File: config.mk
export PLATFORM = sky130hd
export DESIGN_NAME = instr_fetch_unit
export DESIGN_NICKNAME = d
export VERILOG_FILES = /design/src/rtl/instr_fetch_unit.sv
export SDC_FILE = /design/constraint.sdc
export NUM_CORES = 1
export LEC_CHECK = 0
export ABC_AREA = 1
export BUFFER_PORTS_ARGS = -buffer_cell sky130_fd_sc_hd__buf_4
export CORE_MARGIN = 3
export CORE_UTILIZATION = 56
export DETAILED_ROUTE_END_ITERATION = 6
export GPL_TIMING_DRIVEN = 1
export PLACE_DENSITY_LB_ADDON = 0.08
export REMOVE_ABC_BUFFERS = 1
export SLEW_MARGIN = 30
export SYNTH_ARGS = -nofsm -noshare
export SYNTH_HDL_FRONTEND = slang
export SYNTH_SLANG_ARGS = --single-unit
export TNS_END_PERCENT = 20
File: constraint.sdc
create_clock -name clk -period 4.4 [get_ports clk]
set_input_delay 0.44 -clock clk [delete_from_list [all_inputs] [get_ports clk]]
set_output_delay 0.44 -clock clk [all_outputs]
set_load 0.02 [all_outputs]
File: src/rtl/instr_fetch_unit.sv
// -----------------------------------------------------------------------------
// instr_fetch_unit
//
// Fetch stage: owns the fetch PC, issues in-order word fetches to a
// variable-latency instruction memory, buffers returned words in a small FIFO
// and hands them to decode with a valid/ready handshake. A redirect (PCSrc)
// restarts fetching at the target, flushes buffered words and marks every
// in-flight response as stale so it is discarded when it returns. A redirect
// to a misaligned target parks the unit in FAULT until reset.
//
// Ports
//   clk, reset                  clock; synchronous active-high reset
//   imem_req_valid/ready/addr   fetch request channel (addr = fetch PC)
//   imem_rsp_valid/data         in-order responses, no backpressure
//   redirect, redirect_target   branch/jump redirect from control
//   instr_valid/ready           decode handshake
//   instr, instr_pc,
//   instr_pcplus4               FIFO head word, its address, address + 4
//   fetch_fault                 sticky misaligned-redirect flag
// -----------------------------------------------------------------------------
module instr_fetch_unit #(
  parameter int unsigned     XLEN     = 32,
  parameter logic [XLEN-1:0] RESET_PC = 32'h0000_0000,
  parameter int unsigned     DEPTH    = 2
) (
  input  logic            clk,
  input  logic            reset,
  output logic            imem_req_valid,
  input  logic            imem_req_ready,
  output logic [XLEN-1:0] imem_req_addr,
  input  logic            imem_rsp_valid,
  input  logic [XLEN-1:0] imem_rsp_data,
  input  logic            redirect,
  input  logic [XLEN-1:0] redirect_target,
  output logic            instr_valid,
  input  logic            instr_ready,
  output logic [XLEN-1:0] instr,
  output logic [XLEN-1:0] instr_pc,
  output logic [XLEN-1:0] instr_pcplus4,
  output logic            fetch_fault
);

  localparam int unsigned     PW      = $clog2(DEPTH);
  localparam int unsigned     CW      = PW + 1;
  localparam logic [CW-1:0]   DEPTH_C = CW'(DEPTH);

  typedef enum logic {RUN, FAULT} state_t;

  state_t          state_q, state_d;
  logic [XLEN-1:0] fetch_pc;
  logic [CW-1:0]   outstanding_q, stale_q, fifo_count;
  logic [PW-1:0]   fifo_rd, fifo_wr, tag_rd, tag_wr;
  logic [XLEN-1:0] fifo_data [DEPTH];
  logic [XLEN-1:0] fifo_pc   [DEPTH];
  logic [XLEN-1:0] tag_pc    [DEPTH];

  logic            redirect_ok, req_fire, rsp_accept, push, pop;
  logic [CW:0]     credit_used;
  logic [CW-1:0]   outstanding_next;

  // A misaligned redirect only faults; it never retargets the datapath.
  assign redirect_ok = redirect && (state_q == RUN) && (redirect_target[1:0] == 2'b00);

  // Every in-flight request owns a FIFO slot, so a returning word always fits.
  assign credit_used    = {1'b0, outstanding_q} + {1'b0, fifo_count};
  assign imem_req_valid = (state_q == RUN) && !reset && (credit_used < {1'b0, DEPTH_C});
  assign imem_req_addr  = fetch_pc;
  assign req_fire       = imem_req_valid && imem_req_ready;

  // Ignore responses with nothing in flight (e.g. left over across a reset).
  assign rsp_accept = imem_rsp_valid && (outstanding_q != '0);
  // Stale responses, and one landing in a redirect cycle, are dropped.
  assign push       = rsp_accept && (stale_q == '0) && !redirect_ok;

  assign instr_valid   = (fifo_count != '0) && !redirect && (state_q == RUN);
  assign pop           = instr_valid && instr_ready;
  assign instr         = fifo_data[fifo_rd];
  assign instr_pc      = fifo_pc[fifo_rd];
  assign instr_pcplus4 = fifo_pc[fifo_rd] + XLEN'(4);
  assign fetch_fault   = (state_q == FAULT);

  assign outstanding_next = outstanding_q + CW'(req_fire) - CW'(rsp_accept);

  // ---------------------------------------------------------------------------
  // Control FSM
  // ---------------------------------------------------------------------------
  // NOTE: sequential state is assigned with <= so every register samples the
  // pre-edge values, independent of statement order.
  always_ff @(posedge clk) begin
    if (reset) state_q <= RUN;
    else       state_q <= state_d;
  end

  // NOTE: default assignment first so no path leaves state_d unassigned
  // (which would infer a latch).
  always_comb begin
    state_d = state_q;
    if (state_q == RUN && redirect && redirect_target[1:0] != 2'b00) begin
      state_d = FAULT;
    end
  end

  // ---------------------------------------------------------------------------
  // PC, counters and pointers
  // ---------------------------------------------------------------------------
  always_ff @(posedge clk) begin
    if (reset) begin
      fetch_pc      <= RESET_PC;
      outstanding_q <= '0;
      stale_q       <= '0;
      fifo_count    <= '0;
      fifo_rd       <= '0;
      fifo_wr       <= '0;
      tag_rd        <= '0;
      tag_wr        <= '0;
    end else begin
      if (redirect_ok)   fetch_pc <= redirect_target;
      else if (req_fire) fetch_pc <= fetch_pc + XLEN'(4);

      // The tag queue is never flushed: stale responses still retire their tag.
      if (req_fire)   tag_wr <= tag_wr + PW'(1);
      if (rsp_accept) tag_rd <= tag_rd + PW'(1);

      outstanding_q <= outstanding_next;

      // Everything still in flight after this edge (including a request
      // accepted now) is stale; a response arriving now is already dropped.
      if (redirect_ok)                       stale_q <= outstanding_next;
      else if (rsp_accept && stale_q != '0)  stale_q <= stale_q - CW'(1);

      if (redirect_ok) begin
        fifo_rd    <= '0;
        fifo_wr    <= '0;
        fifo_count <= '0;
      end else begin
        if (push) fifo_wr <= fifo_wr + PW'(1);
        if (pop)  fifo_rd <= fifo_rd + PW'(1);
        fifo_count <= fifo_count + CW'(push) - CW'(pop);
      end
    end
  end

  // NOTE: storage arrays carry no reset; pointers and counts decide what is
  // valid, so clearing the contents would only cost reset fan-out.
  always_ff @(posedge clk) begin
    if (req_fire) tag_pc[tag_wr] <= fetch_pc;
    if (push) begin
      fifo_data[fifo_wr] <= imem_rsp_data;
      fifo_pc[fifo_wr]   <= tag_pc[tag_rd];
    end
  end

  // ---------------------------------------------------------------------------
  // Invariants
  // ---------------------------------------------------------------------------
  a_outstanding_bound: assert property (@(posedge clk) disable iff (reset)
    outstanding_q <= DEPTH_C);
  a_stale_bound: assert property (@(posedge clk) disable iff (reset)
    stale_q <= outstanding_q);

endmodule

==> flow_metrics.env, run 1 <==
export IMPL_status="complete, no violations"
export IMPL_ant_nets=0
export IMPL_crit_path_end_kind="primary output"
export IMPL_worst_setup_path_start_kind="flip-flop"
export IMPL_drive_gt1_frac=0.291
export IMPL_ys_top_cells_by_area="edfxtp_1 (52%), dfxtp_1 (8.1%), nand2_1 (7.7%)"
export IMPL_grt_pass1_wl_mm=39.0
export IMPL_hold_slack_ps=119
export IMPL_portBuffers=200
export IMPL_mostFrequentLayoutCell="nand2_1"
export IMPL_start_util=0.581
export IMPL_tns_ps=0
export IMPL_layout_cells_non_filler=1549
export IMPL_setup_viol=0
export IMPL_cp_common_cell="nand2_1"
export IMPL_clk_pin_slew_ps=60
export IMPL_antenna_found_initial=0
export IMPL_syn_area_um2=11100
export IMPL_min_path_type="input port to flip-flop"
export IMPL_met2_length_mm=11.5
export IMPL_synth_top_cell_area_share=0.520
export IMPL_critPathMaxStageDelay_ps=920
export IMPL_syn_inst=1067
export IMPL_drv_slew=0
export IMPL_async_flop_share=0
export IMPL_power_density_nw_per_um2=455
export IMPL_drt_initial_drc_count=489
export IMPL_rsz0062_at_grt="no"
export IMPL_synth_cell_types=43
export IMPL_cts_buffers=24
export IMPL_grt_total_usage=0.222
export IMPL_final_hold_viol_count=0
export IMPL_fin_crit_ps=3620
export IMPL_htree_levels=1
export IMPL_gp_congestion=0.924
export IMPL_yosysWarnings=0
export IMPL_gr_total_overflow=0
export IMPL_nFillCells=1454
export IMPL_power_leakage_nw=5.41
export IMPL_die_h_um=147
export IMPL_clock_sinks=237
export IMPL_maxCapViolations=0
export IMPL_drt_met1_wl_mm=10.4
export IMPL_worstPathRequired_ps=3960
export IMPL_route_met3_wl_mm=1.75
export IMPL_clockRootBuffer="clkbuf_16"
export IMPL_power_mw=6.20
export IMPL_dp_hpwl_mm=17.1
export IMPL_slowest_stage="dfxtp_4"
export IMPL_die_x_um=147
export IMPL_vias=8023
export IMPL_core_area_um2=19100
export IMPL_syn_to_final_growth_pct=23.0
export IMPL_rows=50
export IMPL_dieArea_um2=21500
export IMPL_place_inst=1505
export IMPL_crit_fanout=71
export IMPL_crit_arrival_ps=3180
export IMPL_ctsHoldBuffers=0
export IMPL_top_layer="met4"
export IMPL_nNetsFinal=1349
export IMPL_io_pins=201
export IMPL_antennaDiodeCount=0
export IMPL_vias_per_cell=5.18
export IMPL_remaining_drc_errors=0
export IMPL_max_freq_mhz=276
export IMPL_synth_edf_count=192
export IMPL_irDropWorstVdd_mv=0.344
export IMPL_cts_resized=0
export IMPL_postPlaceCellArea_um2=12800
export IMPL_synth_seq_cells=237
export IMPL_slew_headroom=0.399
export IMPL_dr_pass1_iters=6
export IMPL_postCtsSetupBuffers=0
export IMPL_final_cell_mix="nand2_1 (226), buf_4 (207), edfxtp_1 (192)"
export IMPL_synth_avg_cell_area_um2=10.4
export IMPL_grt_pass1_vias=7699
export IMPL_cts_tree="yes"
export IMPL_clk_latency_ps=510
export IMPL_totalWireLength_mm=24.1
export IMPL_fin_area_um2=13600
export IMPL_wire_per_inst_um=15.6
export IMPL_grt_start_max_net_pins=72
export IMPL_fin_skew_ps=13.9
export IMPL_crit_type="flip-flop to primary output"
export IMPL_synthFlopType="edfxtp_1"
export IMPL_synth_top_cell_by_area="edfxtp_1"
export IMPL_worstMarginPinSlew_ps=901
export IMPL_finalCritPeriodShare=0.824
export IMPL_yosysSeqAreaShare=0.602
export IMPL_cts_path_max_buffers=3
export IMPL_path_cells="buf_4 > o21ai_0 > nor2_1 > inv_1 > nor2_1 > nand2_1 > nor2_2 > nand2_1 > nand2_1 > nand2_1 > buf_4"
## cell usage after synthesis (all sizes together) (9+ instances only)
library cell / n
xor2: 20
inv: 141
clkbuf: 9
mux2: 66
dfxtp: 45
a21oi: 25
nor3: 14
nor2: 135
nand3: 70
o21ai: 51
buf: 22
edfxtp: 192
nand2: 234
## power breakdown
group          switching, mW  internal [mW]  leakage (nW)
Clock                  0.813           1.24         0.402
Sequential            0.0943           2.67          2.13
Combinational          0.852          0.537          2.88
## cells by family (layout without fill, tap and decap cells)
| group | Yosys count | after routing | share of synthesized area |
|---|---|---|---|
| flops | 237 | 237 | 0.602 |
| mux | 66 | 66 | 0.0671 |
| buf+inv | 173 | 395 | 0.0677 |
| simple gates | 465 | 465 | 0.184 |
| compound gates | 96 | 96 | 0.0527 |
| fa+ha+maj | 8 | 8 | 0.00971 |
| xor+xnor | 22 | 22 | 0.0174 |
## sequential cells by signal, summed over array words and instances (netlist names), named ones only
signal         cells
outstanding_q      2
tag_wr             1
tag_pc            64
fifo_rd            1
fifo_data         64
imem_req_addr     32
fifo_wr            1
fetch_fault        1
fifo_pc           64
stale_q            2
tag_rd             1
fifo_count         2
## per-stage QoR
| stage | worst slack (ps) | utilization |
|---|---|---|
| 2_1_floorplan | -687 | - |
| 3_3_place_gp | 1360 | 0.671 |
| 3_5_place_dp | 1290 | 0.671 |
| 4_1_cts | 744 | 0.714 |
| 5_1_grt | 446 | 0.714 |
| 6_report | 775 | 0.714 |
## worst paths after layout
kind	start	end	slack, ps	cells after the start
min reg2reg	imem_req_addr[0]	imem_req_addr[0]	480	2
max	flip-flop	instr_pcplus4[31]	780	11
max reg2reg	outstanding_q[0]	imem_req_addr[14]	1700	10
min	imem_rsp_data[12]	fifo_data[1][12]	120	1
## worst max-delay path, delay by kind of cell (launching register included)
family	cells	cell delay (ps)
compound gates	1	280
flops	1	920
buf+inv	3	650
simple gates	7	770
## routing by layer
layer,global-route usage,up-vias
li1,-,3978
met1,0.307,3689
met2,0.366,312
met3,0.0372,44
met4,0.0630,0
met5,0,-
## cell type report
| cell class | instances | area, um2 | share of cell area |
|---|---|---|---|
| clock buffers | 28 | 657 | 0.0482 |
| well taps | 260 | 325 | 0.0239 |
| inverters | 142 | 533 | 0.0391 |
| repair buffers | 209 | 1590 | 0.117 |
| multi-input cells | 657 | 3690 | 0.271 |
| flip-flops and latches | 237 | 6670 | 0.490 |
| clock inverters | 16 | 156 | 0.0115 |
Note: power is estimated with default switching activity, not from simulation.
==> run 2: changes to the inputs <==
Clock period 4.4 ns to 3.44 ns, I/O delays scaled along.
==> run 2 against run 1 <==
Total power rose by 26%; clock skew rose by 6.4 ps; sequential cell count did not move; critical path depth fell by 3; design area rose by 1.4%; via count barely moved; critical path type unchanged.
==> flow_metrics.env, run 2 (synthesis gave the netlist of run 1 again) <==
export IMPL_worst_slack_ps=332
export IMPL_grt_pass1_vias=7939
export IMPL_rows=50
export IMPL_critPathMaxStageDelay_ps=680
export IMPL_r2r_slack_ps=980
export IMPL_nNetsFinal=1373
export IMPL_final_hold_viol_count=0
export IMPL_dr_pass1_iters=5
export IMPL_grt_total_usage=0.226
export IMPL_fin_crit_ps=3110
export IMPL_layout_cells_non_filler=1573
export IMPL_power_leakage_nw=5.49
export IMPL_crit_type="flip-flop to primary output"
export IMPL_clockRootBuffer="clkbuf_16"
export IMPL_power_density_nw_per_um2=565
export IMPL_max_freq_mhz=322
export IMPL_remaining_drc_errors=0
export IMPL_crit_path_end_kind="primary output"
export IMPL_worstPathRequired_ps=3100
export IMPL_postPlaceCellArea_um2=12800
export IMPL_postCtsSetupBuffers=0
export IMPL_regToRegEndpoint="stale_q[1]"
export IMPL_ant_nets=0
export IMPL_die_x_um=147
export IMPL_die_h_um=147
export IMPL_crit_fanout=52
export IMPL_finalCritPeriodShare=0.904
export IMPL_slowest_stage="dfxtp_4"
export IMPL_drt_initial_drc_count=431
export IMPL_htree_levels=1
export IMPL_holdPathStages=1
export IMPL_irDropWorstVdd_mv=0.391
export IMPL_reg_top3="fifo_data (64), fifo_pc (64), tag_pc (64)"
export IMPL_worst_setup_path_start_kind="flip-flop"
export IMPL_grt_pass1_wl_mm=39.7
export IMPL_pre_cts_ws_ps=827
export IMPL_start_util=0.581
export IMPL_cp_num_buf_inv=2
export IMPL_fin_util=0.724
export IMPL_dp_hpwl_mm=17.0
export IMPL_gp_congestion=0.888
export IMPL_worstMarginPinSlew_ps=717
export IMPL_rsz0062_at_grt="no"
export IMPL_clk_pin_slew_ps=60
export IMPL_gr_total_overflow=0
export IMPL_dieArea_um2=21500
export IMPL_fin_area_um2=13800
export IMPL_place_inst=1506
export IMPL_clk_latency_ps=510
export IMPL_core_area_um2=19100
export IMPL_crit_family="flip-flops"
export IMPL_io_pins=201
export IMPL_r2r_start="fifo_count[0]"
export IMPL_cts_path_max_buffers=3
export IMPL_hold_start="imem_rsp_data[22]"
export IMPL_min_path_type="input port to flip-flop"
export IMPL_hold_end="fifo_data[0][22]"
export IMPL_drv_slew=0
export IMPL_grt_start_max_net_pins=65
export IMPL_syn_to_final_growth_pct=24.7
export IMPL_reg2reg_depth=12
export IMPL_power_mw=7.80
export IMPL_antenna_found_initial=0
export IMPL_crit_arrival_ps=2760
export IMPL_fin_skew_ps=20.3
export IMPL_vias=8029
export IMPL_totalWireLength_mm=24.3
export IMPL_status="complete, no violations"
export IMPL_slew_headroom=0.521
export IMPL_cts_tree="yes"
export IMPL_final_cell_mix="nand2_1 (226), buf_4 (208), edfxtp_1 (192)"
export IMPL_cts_buffers=24
export IMPL_clock_sinks=237
export IMPL_vias_per_cell=5.10
export IMPL_mostFrequentLayoutCell="nand2_1"
export IMPL_antennaDiodeCount=0
export IMPL_drive_gt1_frac=0.283
export IMPL_setup_viol=0
export IMPL_wire_per_inst_um=15.5
export IMPL_portBuffers=200
export IMPL_maxCapViolations=0
export IMPL_path_cells="o21ai_1 > inv_1 > ha_1 > nand3_4 > nor2_1 > nand3_1 > xnor2_1 > buf_4"
run 2: cell types whose count changed in the layout (fill, tap and decap cells not counted):
| cell | previous run | this run |
|---|---|---|
| buf_4 | 207 | 208 |
| clkbuf_1 | 1 | 7 |
| clkinv_1 | 4 | 3 |
| inv_6 | 0 | 1 |
| clkbuf_16 | 25 | 24 |
| clkinvlp_4 | 2 | 1 |
| dlygate4sd3_1 | 0 | 23 |
| clkinv_2 | 8 | 3 |
| bufinv_16 | 3 | 1 |
| clkbuf_8 | 2 | 4 |
| clkinv_8 | 0 | 1 |
run 2: area by class of cell:
| type | count | area [um2] |
|---|---|---|
| timing repair buffer | 233 | 1830 |
| sequential | 237 | 6670 |
| inverter | 142 | 533 |
| fill | 1434 | 5270 |
| clock inverter | 9 | 85.1 |
| clock buffer | 35 | 682 |
| tap | 260 | 325 |
| multi-input combinational | 657 | 3690 |
run 2: worst max-delay path by stage:
| stage | from | end | cells past startpoint |
|---|---|---|---|
| 2_1_floorplan | fetch_fault | fifo_data[1][0] | 4 |
| 3_3_place_gp | flip-flop | instr_pcplus4[24] | 8 |
| 3_5_place_dp | flip-flop | instr_pcplus4[24] | 8 |
| 4_1_cts | flip-flop | instr_pcplus4[24] | 8 |
| 5_1_grt | flip-flop | instr_pcplus4[24] | 8 |
| 6_report | flip-flop | instr_pcplus4[24] | 8 |
run 2: metrics by stage:
step                      hold WS [ps]  setup TNS, ps
after floorplan                    413        -240120
after global placement             435              0
after detailed placement           449              0
after CTS                       0.0461              0
after global routing             0.650              0
final                             24.7              0
run 2: report_power, final:
group	leakage, nW	switching, mW	total (mW)	internal, mW
Clock	0.373	1.01	2.47	1.46
Combinational	2.98	1.11	1.81	0.704
Sequential	2.13	0.110	3.52	3.41
run 2: repair_timing:
item | CTS | global route
hold buffers | 20 | 3
hold endpoints to repair | 40 | 6
gates resized for setup | 0 | 0
setup endpoints to repair | 0 | 0
run 2: layer usage:
layer	wire length [um]	GRT usage	vias to the layer above
met5	0	0	-
met4	612	0.0644	0
met3	1690	0.0410	42
met2	11700	0.378	278
met1	10400	0.305	3681
li1	-	-	4028
